==> config.mk <==
export PLATFORM = sky130hd
export DESIGN_NAME = fetch_pc_unit
export DESIGN_NICKNAME = d
export VERILOG_FILES = /design/src/rtl/fetch_pkg.sv /design/src/rtl/fetch_redirect_reg.sv /design/src/rtl/fetch_pc_unit.sv
export SDC_FILE = /design/constraint.sdc
export NUM_CORES = 1
export LEC_CHECK = 0
export BUFFER_PORTS_ARGS = -buffer_cell sky130_fd_sc_hd__buf_4
export CAP_MARGIN = 20
export CORE_MARGIN = 4
export CORE_UTILIZATION = 35
export CTS_CLUSTER_SIZE = 25
export DETAILED_ROUTE_END_ITERATION = 8
export HOLD_SLACK_MARGIN = 0.06
export MAX_ROUTING_LAYER = met4
export SYNTH_ARGS = -nofsm -noshare
export SYNTH_HDL_FRONTEND = slang
export SYNTH_HIERARCHICAL = 1
export SYNTH_SLANG_ARGS = --single-unit
==> constraint.sdc <==
create_clock -name clk -period 2 [get_ports clk]
set_clock_uncertainty 0.05 [all_clocks]
set_input_delay 0.5 -clock clk [delete_from_list [all_inputs] [get_ports clk]]
set_output_delay 0.5 -clock clk [all_outputs]
set_load 0.05 [all_outputs]
==> src/rtl/fetch_pkg.sv <==
// Shared types and helpers for the instruction-fetch stage: FSM state encoding,
// payload layout and jump/branch target formation.
package fetch_pkg;

  localparam int JUMP_INDEX_W = 26;
  localparam int INSTR_W      = 32;
  localparam int ADDR_W       = 32;

  typedef enum logic [1:0] {
    IDLE = 2'd0,
    REQ  = 2'd1,
    OUT  = 2'd2
  } fetchState_e;

  typedef struct packed {
    logic [INSTR_W-1:0] instr;
    logic [ADDR_W-1:0]  pc;
    logic [ADDR_W-1:0]  pcPlus4;
  } fetchPayload_t;

  // J/JAL: the region bits come from the PC following the jump instruction.
  function automatic logic [ADDR_W-1:0] jump_target(
    input logic [ADDR_W-1:0]       pcPlus4,
    input logic [JUMP_INDEX_W-1:0] index
  );
    return {pcPlus4[ADDR_W-1:ADDR_W-4], index, 2'b00};
  endfunction

  function automatic logic [ADDR_W-1:0] branchAlign(input logic [ADDR_W-1:0] target);
    return {target[ADDR_W-1:2], 2'b00};
  endfunction

endpackage

==> src/rtl/fetch_redirect_reg.sv <==
// Redirect arbitration (branch over jump), target formation, and a single-entry
// hold register for a redirect that arrives while a fetch request is outstanding.
module fetch_redirect_reg
  import fetch_pkg::*;
(
  input  logic                    clk,
  input  logic                    reset,
  input  logic                    branchEn,
  input  logic [ADDR_W-1:0]       branchTarget,
  input  logic                    jumpEn,
  input  logic [JUMP_INDEX_W-1:0] jumpIndex,
  input  logic [ADDR_W-1:0]       pcPlus4Ref,
  input  logic                    holdEn,
  input  logic                    consumeEn,
  output logic                    redirectNow,
  output logic [ADDR_W-1:0]       target,
  output logic                    pending
);

  logic              pendValid;
  logic [ADDR_W-1:0] pendTarget;
  logic [ADDR_W-1:0] nowTarget;

  // The branch is the older instruction, so it beats a same-cycle jump.
  assign redirectNow = branchEn | jumpEn;
  assign nowTarget   = branchEn ? branchAlign(branchTarget) : jump_target(pcPlus4Ref, jumpIndex);
  assign target      = redirectNow ? nowTarget : pendTarget;
  assign pending     = pendValid;

  always_ff @(posedge clk or negedge reset) begin
    if (!reset) begin
      pendValid  <= 1'b0;
      pendTarget <= '0;
    end else if (consumeEn) begin
      pendValid <= 1'b0;
    end else if (holdEn && redirectNow) begin
      pendValid  <= 1'b1;
      pendTarget <= nowTarget;
    end
  end

endmodule

==> src/rtl/fetch_pc_unit.sv <==
// Instruction-fetch stage: owns the PC, runs the imem req/ack handshake and hands
// {instr, pc, pc+4} to decode. Optional counters with FETCH_PERF_EN defined.
//
//   state | meaning
//   IDLE  | first cycle after reset release
//   REQ   | fetch request outstanding at pc
//   OUT   | payload presented to decode, waiting for handoff
module fetch_pc_unit
  import fetch_pkg::*;
#(
  parameter logic [ADDR_W-1:0] RESET_PC = 32'h0000_0000
) (
  input  logic                    clk,
  input  logic                    reset,
  input  logic                    stall,
  input  logic                    jump_en,
  input  logic [JUMP_INDEX_W-1:0] jump_index,
  input  logic                    branch_en,
  input  logic [ADDR_W-1:0]       branch_target,
  output logic                    imem_req,
  output logic [ADDR_W-1:0]       imem_addr,
  input  logic                    imem_ack,
  input  logic [INSTR_W-1:0]      imem_rdata,
  output logic                    if_valid,
  input  logic                    if_ready,
  output logic [INSTR_W-1:0]      if_instr,
  output logic [ADDR_W-1:0]       if_pc,
  output logic [ADDR_W-1:0]       if_pc_plus4
`ifdef FETCH_PERF_EN
  ,
  output logic [31:0]             perf_fetched,
  output logic [31:0]             perf_squashed
`endif
);

  fetchState_e       state;
  fetchState_e       stateNext;
  logic [ADDR_W-1:0] pc;
  logic [ADDR_W-1:0] pcPlus4;
  fetchPayload_t     payload;
  logic              payloadValid;

  logic              redirectNow;
  logic              pending;
  logic [ADDR_W-1:0] redirTarget;

  logic              ackInReq;
  logic              squash;
  logic              deliver;
  logic              redirectOut;
  logic              redirectIdle;
  logic              handoff;

  assign pcPlus4      = pc + 32'd4;
  assign ackInReq     = (state == REQ) && imem_ack;
  assign squash       = ackInReq && (redirectNow || pending);
  assign deliver      = ackInReq && !squash;
  assign redirectOut  = (state == OUT) && redirectNow;
  assign redirectIdle = (state == IDLE) && redirectNow;
  // A redirect in OUT drops the payload even when decode is ready.
  assign handoff      = (state == OUT) && if_ready && !stall && !redirectNow;

  fetch_redirect_reg u_redirect (
    .clk          (clk),
    .reset        (reset),
    .branchEn     (branch_en),
    .branchTarget (branch_target),
    .jumpEn       (jump_en),
    .jumpIndex    (jump_index),
    .pcPlus4Ref   (payload.pcPlus4),
    .holdEn       ((state == REQ) && !imem_ack),
    .consumeEn    (ackInReq),
    .redirectNow  (redirectNow),
    .target       (redirTarget),
    .pending      (pending)
  );

  always_ff @(posedge clk or negedge reset) begin
    if (!reset) begin
      state <= IDLE;
    end else begin
      state <= stateNext;
    end
  end

  always_comb begin
    stateNext = state;
    case (state)
      IDLE:    stateNext = REQ;
      REQ:     if (deliver) stateNext = OUT;
      OUT:     if (handoff || redirectOut) stateNext = REQ;
      default: stateNext = IDLE;
    endcase
  end

  always_comb begin
    imem_req  = 1'b0;
    imem_addr = '0;
    if (state == REQ) begin
      imem_req  = 1'b1;
      imem_addr = pc;
    end
  end

  // pc only moves on an ack or outside REQ, so the request address is stable.
  always_ff @(posedge clk or negedge reset) begin
    if (!reset) begin
      pc <= RESET_PC;
    end else if (squash || redirectOut || redirectIdle) begin
      pc <= redirTarget;
    end else if (deliver) begin
      pc <= pcPlus4;
    end
  end

  // Payload fields are kept after handoff: the jump region comes from them.
  always_ff @(posedge clk or negedge reset) begin
    if (!reset) begin
      payloadValid <= 1'b0;
      payload      <= '0;
    end else if (deliver) begin
      payloadValid    <= 1'b1;
      payload.instr   <= imem_rdata;
      payload.pc      <= pc;
      payload.pcPlus4 <= pcPlus4;
    end else if (handoff || redirectOut) begin
      payloadValid <= 1'b0;
    end
  end

  assign if_valid    = payloadValid;
  assign if_instr    = payload.instr;
  assign if_pc       = payload.pc;
  assign if_pc_plus4 = payload.pcPlus4;

`ifdef FETCH_PERF_EN
  always_ff @(posedge clk or negedge reset) begin
    if (!reset) begin
      perf_fetched  <= '0;
      perf_squashed <= '0;
    end else begin
      if (handoff) perf_fetched <= perf_fetched + 32'd1;
      if (squash)  perf_squashed <= perf_squashed + 32'd1;
    end
  end
`endif

endmodule

==> impl_results.md, run 1 <==
* Status: finished with violations
* Violated checks: setup timing
* Hold Vio Cnt, Final at 0
* Synth warnings at 6
* Min cycle time layout at about 2.2 ns
* WL per Instance at 17.4 µm
* Int Power at 0.00976 W
* Clock latency on the worst-skew pair at 0.42 ns
* Crit share post-route at 110%
* # fillers at 2054
* Post-synth cell types at 55
* Post-synth EDFFs at 0
* Crit path max fanout at 13
* Final instance area at around 12000 µm²
* Htree depth at 4
* Critical-path top delay cell: or3_4
* NumNets Final at roughly 1300
* Register Area at roughly 4000 µm²
* Net Switching at 0.00774 W
* Synth top area cells: dfrtp_1 (50%), nand2_1 (12%), o21ai_0 (6.7%)
* Slowest cell delay on critical path at 0.44 ns
* Syn avg cell area at approximately 9.1 µm²
* Crit. End Element: flop
* Data required, critical path at 2.27 ns
* CTS root buf: clkbuf_16
* Leakage power at 6.04 nW
* Overflow after GRT at 0
* Cell count after synthesis at 888
* Clk sink count at 160
* Sequential area share after synthesis at about half
* CTS buffer count at 17
* Hpwl dp at 17.1 mm
* Clock share of power at 19.8%
* Worst slack at placement at -0.0627 ns
* Total number of vias at 7173
* RD Place Congestion at between 0.8 and 0.9
* Switching part of the total at 44.2%
* GRT Resource Usage Total at around a fifth
* Final setup vio count at 145
* Ports at between 200 and 250
* Crit path arrival time at 2.47 ns
* Combinational share of power at 50.7%
* First-pass GRT wire length at about 38 mm
* RR Endpoint: pc[21]
* R2R setup slack at -0.20 ns
* Reg2Reg Launch Point: state[1]
* Share of cells above drive strength 1 at ~39%
* Die extent in y at ~160 µm
* Yosys reg bits at 160
* RSZ-0062 raised after global routing: true
* Critical path's most frequent cell: buf_4
* Hold Crit Class: primary input to flop
* Port bufs at 224
* Clock buffer depth at 2
* Number of max-cap violations at 0
* Detailed Route Iter0 Violations at 454
* Slew Limit Fails at 0
* HP Start: imem_rdata[19]
* Async S/R FF share, synth at 100%
* Pwr dens at 1440 nW/µm²
* Share of power burned in registers at ~30%
* Area delta synth->final at 50.1%
* Largest net degree at the start of global routing at 91
* DR vias/cell at 4.89
* Placed inst area at ~10000 µm²
* Num rows at 55
* DRC Markers at 0
* Maximum vdd drop at 0.541 mV
* Starting Density at 35.6%
* Startpoint types: flop
* Slew HR at ~62%
* Worst-path clk slew at 0.06 ns
* DIE AREA at 25600 µm²
* Worst-margin pin slew at 0.562 ns
* Final worst slack at -0.198 ns
* Multi-input gate area at 3860 µm²
* Diodes inserted at 0
* Area share of the largest cell type after synthesis at about half
* Register-to-Register Path Depth at 8
* Max Fclk at 0.455 GHz
* Worst Setup Path Type: flop to flop
* CP Cell Sequence: buf_4 -> nand3b_1 -> buf_4 -> or3_4 -> buf_12 -> a31oi_1 -> o21ai_0 -> o311ai_1
* Vias in the first global route at 6706
* Total wire length at 25.5 mm
* Hold Path Sink: if_instr[19]
* Post-Syn Area at 8090 µm²
* Top FF cell, synth: dfrtp_1
* CTS tree: yes
* Die W at 160 µm
* Core area at about 23000 µm²
* Initial antenna violation count at 0
* Leading area contributor after synthesis: dfrtp_1
* Antenna-violating nets left at 0
* WHS Path Cells at 3
* Drt pass-1 iters at 5
cells in the final DEF, fill, tap and decap left out, types with 3 or more instances in the layout:
cell,instances
a22oi_1,13
dfrtp_1,158
buf_6,12
clkbuf_8,3
nor4_2,4
xnor2_1,19
buf_16,3
o21ai_1,26
nand2_1,258
clkbuf_16,24
clkbuf_1,4
nor2_1,9
mux2_2,29
nor3_4,3
nor4_4,4
o21ai_2,5
inv_1,40
a21o_1,4
buf_8,28
bufinv_16,4
nor3_1,6
and3_1,3
buf_12,19
buf_4,258
a221o_1,7
mux2i_1,30
o21ai_0,88
a21oi_1,3
nand3_1,15
and2_4,28
and2_1,3
nor3_2,3
nand4_1,6
xor2_1,8
nor2_4,5
power by group through the flow:
stage / Sequential [W] / Combinational (W) / Clock (W)
2_1_floorplan: 0.00781 / 0.00267 / 0
3_3_place_gp: 0.00514 / 0.00806 / 0
3_5_place_dp: 0.00520 / 0.00812 / 0
4_1_cts: 0.00514 / 0.00856 / 0.00351
5_1_grt: 0.00533 / 0.00932 / 0.00368
6_report: 0.00517 / 0.00887 / 0.00346
cells by family after synthesis:
| kind of cell | share of synthesized area [%] |
|---|---|
| compound gates | 11.3 |
| xor+xnor | 3.03 |
| fa+ha+maj | 0.155 |
| buf+inv | 6.82 |
| flops | 49.5 |
| mux | 8.29 |
| other cells | 0.0464 |
| simple gates | 20.8 |
what timing repair did:
item | 4_1_cts | 5_1_grt
hold buffers | 1 | 0
pin swaps | 9 | 18
setup buffers | 3 | 19
resized for setup | 76 | 101
gates cloned | 2 | 9
hold endpoints to repair | 35 | 0
endpoints found under the setup margin | 40 | 112
sequential cells by signal (all words and copies together) (netlist names):
signal and cells:
if_instr 32, if_pc 30, if_pc_plus4 32, if_valid 1, pc 32, state 2, u_redirect/pendTarget 30, u_redirect/pending 1
critical path, delay by kind of cell (launching register included):
kind                   cells  cell delay, ns
AND/OR/NAND/NOR            2            0.75
buffers and inverters      3            0.57
flip-flops                 1            0.41
AO/OA/AOI/OAI              3            0.31
layer usage:
| metal | wire (µm) | part of all wire, % | vias to the layer above | global-route usage [%] |
|---|---|---|---|---|
| met3 | 1190 | 4.7 | 23 | 3.87 |
| met4 | 254 | 1.0 | 0 | 4.18 |
| met2 | 11700 | 46 | 217 | 27.9 |
| li1 | - | - | 3518 | - |
| met5 | 0 | 0 | - | - |
| met1 | 12400 | 49 | 3415 | 27.1 |
final cells by class:
type	instances	share of cell area (%)
Tap cell	285	2.94
Timing Repair Buffer	328	25.9
Multi-Input combinational cell	622	31.8
Clock inverter	6	1.07
Inverter	42	1.30
Clock buffer	24	3.97
Sequential cell	160	33.0
stage by stage:
step,hold slack (ns),util (%),std cells,TNS (ns),total power (W)
2_1_floorplan,0.154,-,889,-0.0725,0.0105
3_3_place_gp,0.393,46.2,1403,-0.115,0.0132
3_5_place_dp,0.391,46.2,1403,-0.249,0.0133
4_1_cts,0.200,50.5,1439,-4.60,0.0172
5_1_grt,0.205,53.4,1467,-22.66,0.0183
6_report,0.217,53.4,1467,-14.25,0.0175
cells in the mapped netlist (3+ instances only):
master and number:
o21ai_1 10, mux2_2 31, xor2_1 9, nor2_1 13, mux2i_1 31, o21ai_0 109, buf_2 9, nand4_1 6
buf_4 7, and3_1 3, nand2_1 259, a22oi_1 13, nor3_1 11, nor4_1 4, a221o_1 7, a21oi_1 3
clkbuf_8 4, nand3_1 17, inv_1 42, xnor2_1 19, and2_1 32, buf_6 9, dfrtp_1 160, buf_1 4
clkbuf_1 32, a21o_1 4
worst max path at each step:
stage,slack [ns],start,endpoint,depth (start not counted)
after floorplan,-0.07,state[0],imem_addr[22],3
after detailed placement,-0.06,branch_en,pc[5],8
after CTS,-0.19,state[1],imem_addr[2],5
after global placement,-0.09,branch_en,pc[5],8
after global routing,-0.24,state[1],imem_addr[16],5
final,-0.20,state[1],pc[21],8
No activity file was read; power rests on OpenSTA's default activity.
==> inputs of run 2 (changes only) <==
--- a/config.mk
+++ b/config.mk
@@ -7,6 +7,7 @@
 export LEC_CHECK = 0
 export BUFFER_PORTS_ARGS = -buffer_cell sky130_fd_sc_hd__buf_4
 export CAP_MARGIN = 20
+export CORE_ASPECT_RATIO = 0.7
 export CORE_MARGIN = 4
 export CORE_UTILIZATION = 35
 export CTS_CLUSTER_SIZE = 25
==> run 2 against run 1 <==
Net effect:
- the flow still finishes with violations (setup timing)
- worst hold slack got worse by 0.0056 ns
- combinational power shrank 2%
- non-clock buffer count stayed put
- critical endpoint is now imem_addr[13]
- critical path type is now flop to output pin
- fmax increased by 0.36%
==> impl_results.md, run 2 (synthesized netlist as in run 1, its figures left out) <==
* Crit path max fanout at 8 (-5)
* Startpoint types: flop
* Diodes inserted at 0 (unchanged)
* Crit. End Element: output pin
* Final setup vio count at 34 (-77%)
* Slew Limit Fails at 0 (unchanged)
* Port bufs at 224 (unchanged)
* Hold Vio Cnt, Final at 0 (unchanged)
* Worst-margin pin slew at 0.509 ns (-0.0533 ns)
* Number of max-cap violations at 0 (unchanged)
* Cell family with most CP delay: buffers and inverters
* Overflow after GRT at 0 (unchanged)
* Hpwl dp at 18.8 mm (+10%)
* Area delta synth->final at 46.4%
* Switching part of the total at 45.3% (+1.1 points)
* Net Switching at 0.00778 W (+0.57%)
* Total wire length at 26.7 mm (+4.5%)
* Final instance area at 11800 µm² (-2.4%)
* Int Power at 0.00938 W (-4.0%)
* R2R setup slack at -0.01 ns (+0.19 ns)
* Htree depth at 4 (unchanged)
* RD Place Congestion at 0.913 (+4.8%)
* Slew HR at 65.7% (+3.6 points)
* CTS tree: yes
* Worst-path clk slew at 0.06 ns (about the same)
* Core area at 22700 µm² (-0.14%)
* Worst path bufs/invs at 3 (unchanged)
* Slowest cell delay on critical path at 0.44 ns (about the same)
* Pwr dens at 1450 nW/µm² (+0.46%)
* Detailed Route Iter0 Violations at 470 (+3.5%)
* Crit. path cell count at 5 (-3)
* GRT Resource Usage Total at 19.9% (+0.98 points)
* Share of power burned in registers at 30.2% (+0.7 points)
* Leakage power at 5.93 nW (-1.9%)
* Die extent in y at 135 µm (-16%)
* Crit path arrival time at 1.64 ns (-0.83 ns)
* First-pass GRT wire length at 38.7 mm (+2.7%)
* Antenna-violating nets left at 0 (unchanged)
* RR Endpoint: pc[9]
* Num rows at 46 (-16%)
* DRC Markers at 0 (unchanged)
* RSZ-0062 raised after global routing: true
* Clock share of power at 19.1% (-0.7 points)
* CP Cell Sequence: nor2b_4 -> buf_12 -> clkbuf_16 -> and2_4 -> buf_8
* Status: finished with violations
* Critical-path top delay cell: dfrtp_2
* Starting Density at 35.7% (+0.051 points)
* DIE AREA at 25600 µm² (+0.15%)
* Violated checks: setup timing
* Commonest non-fill, non-tap cell in the layout: buf_4
* Die W at 190 µm (+19%)
* Final worst slack at -0.190 ns (+0.00786 ns)
* Drt pass-1 iters at 6 (+1)
* Reg2Reg Launch Point: state[0]
* Crit. Startpoint: state[1]
* # fillers at 2151 (+4.7%)
* Crit share post-route at 110% (-0.39 points)
* Clock buffer depth at 2 (unchanged)
* Share of cells above drive strength 1 at 38.1% (-1.2 points)
* Data required, critical path at 1.45 ns (-0.82 ns)
* Final Util at 52.2% (-1.2 points)
* Min cycle time layout at 2.19 ns (-0.00786 ns)
* Commonest non-fill, non-tap cells in the layout: buf_4 (268), nand2_1 (259), dfrtp_1 (158)
* WL per Instance at 17.8 µm (+2.6%)
* Setup TNS at -5.11 ns (+9.13 ns)
* Clock latency on the worst-skew pair at 0.42 ns (about the same)
* CTS root buf: clkbuf_16
* Initial antenna violation count at 0 (unchanged)
* Vias in the first global route at 6981 (+4.1%)
* Worst slack at placement at -0.0384 ns (+0.0242 ns)
* Maximum vdd drop at 0.602 mV (+11%)
* DR vias/cell at 4.89 (about the same)
* Clk sink count at 160 (unchanged)
* NumNets Final at 1269 (unchanged)
* Max Fclk at 0.457 GHz (+0.36%)
* Register-to-Register Path Depth at 8 (unchanged)
* Worst Setup Path Type: flop to output pin
* Total number of vias at 7306 (+1.9%)
* Worst setup path end: imem_addr[13]
* CTS buffer count at 17 (unchanged)
* Ports at 227 (unchanged)
* Largest net degree at the start of global routing at 91 (unchanged)
* Hold Crit Class: primary input to flop
* Placed inst area at 10600 µm² (+1.1%)
* Combinational share of power at 50.7% (about the same)
run 2: cell count changes in the layout (fill, tap and decap cells not counted), moves of 5 or more:
| cell | change |
|---|---|
| o21ai_0 | +15 |
| buf_4 | +10 |
| o21ai_1 | -10 |
| buf_12 | -9 |
| buf_6 | +7 |
| and2_1 | +5 |
| and2_4 | -5 |
| o21ai_2 | -5 |
run 2: worst min-delay path by stage:
stage	to	slack [ns]	startpoint	depth (start not counted)
after global routing	if_instr[22]	0.19	imem_rdata[22]	3
final	if_instr[16]	0.21	imem_rdata[16]	3
after floorplan	if_instr[0]	0.15	reset	0
after CTS	if_instr[31]	0.19	imem_rdata[31]	3
after detailed placement	u_redirect/pendTarget[8]	0.40	reset	1
after global placement	u_redirect/pendTarget[8]	0.40	reset	1
run 2: worst register-to-register path: stages (launching register included):
cell and delay [ns]:
dfrtp_2 0.38, buf_4 0.12, buf_4 0.10, nand3b_1 0.08, buf_6 0.15, or3_4 0.47, buf_6 0.19, o21ai_0 0.22
a221o_2 0.19
run 2: final cells by class:
cell class                 count  area (µm²)  area share, %
clock inverter                10         111          0.940
multi-input combinational    622        3760           31.7
timing repair buffer         328        2950           24.9
sequential                   160        4010           33.8
inverter                      42         158           1.33
clock buffer                  21         470           3.97
tap                          312         390           3.30
run 2: through the flow:
stage / std cells / hold WS [ns] / total power, W
final: 1495 / 0.211 / 0.0172
after global routing: 1495 / 0.192 / 0.0180
after CTS: 1479 / 0.195 / 0.0169
after detailed placement: 1447 / 0.395 / 0.0134
after global placement: 1447 / 0.397 / 0.0133
after floorplan: 889 / 0.154 / 0.0105
run 2: layer usage:
layer | vias up | routed length, µm | global-route usage (%) | part of all wire [%]
li1 | 3533 | - | - | -
met1 | 3478 | 13400 | 30.2 | 50
met2 | 282 | 10800 | 26.3 | 41
met3 | 13 | 2120 | 5.51 | 7.9
met4 | 0 | 281 | 4.54 | 1.1
met5 | - | 0 | - | 0
run 2: power groups by stage:
stage	clock [W]	sequential, W	combinational [W]
2_1_floorplan	0	0.00781	0.00267
3_3_place_gp	0	0.00517	0.00811
3_5_place_dp	0	0.00522	0.00818
4_1_cts	0.00335	0.00516	0.00837
5_1_grt	0.00346	0.00534	0.00918
6_report	0.00328	0.00518	0.00870
run 2: repair_timing:
action,CTS,global route
hold buffers,1,0
endpoints found under the hold margin,33,0
pin swaps,2,17
buffers inserted,0,8
cloned,0,8
resized for setup,40,77
setup endpoints to repair,37,104
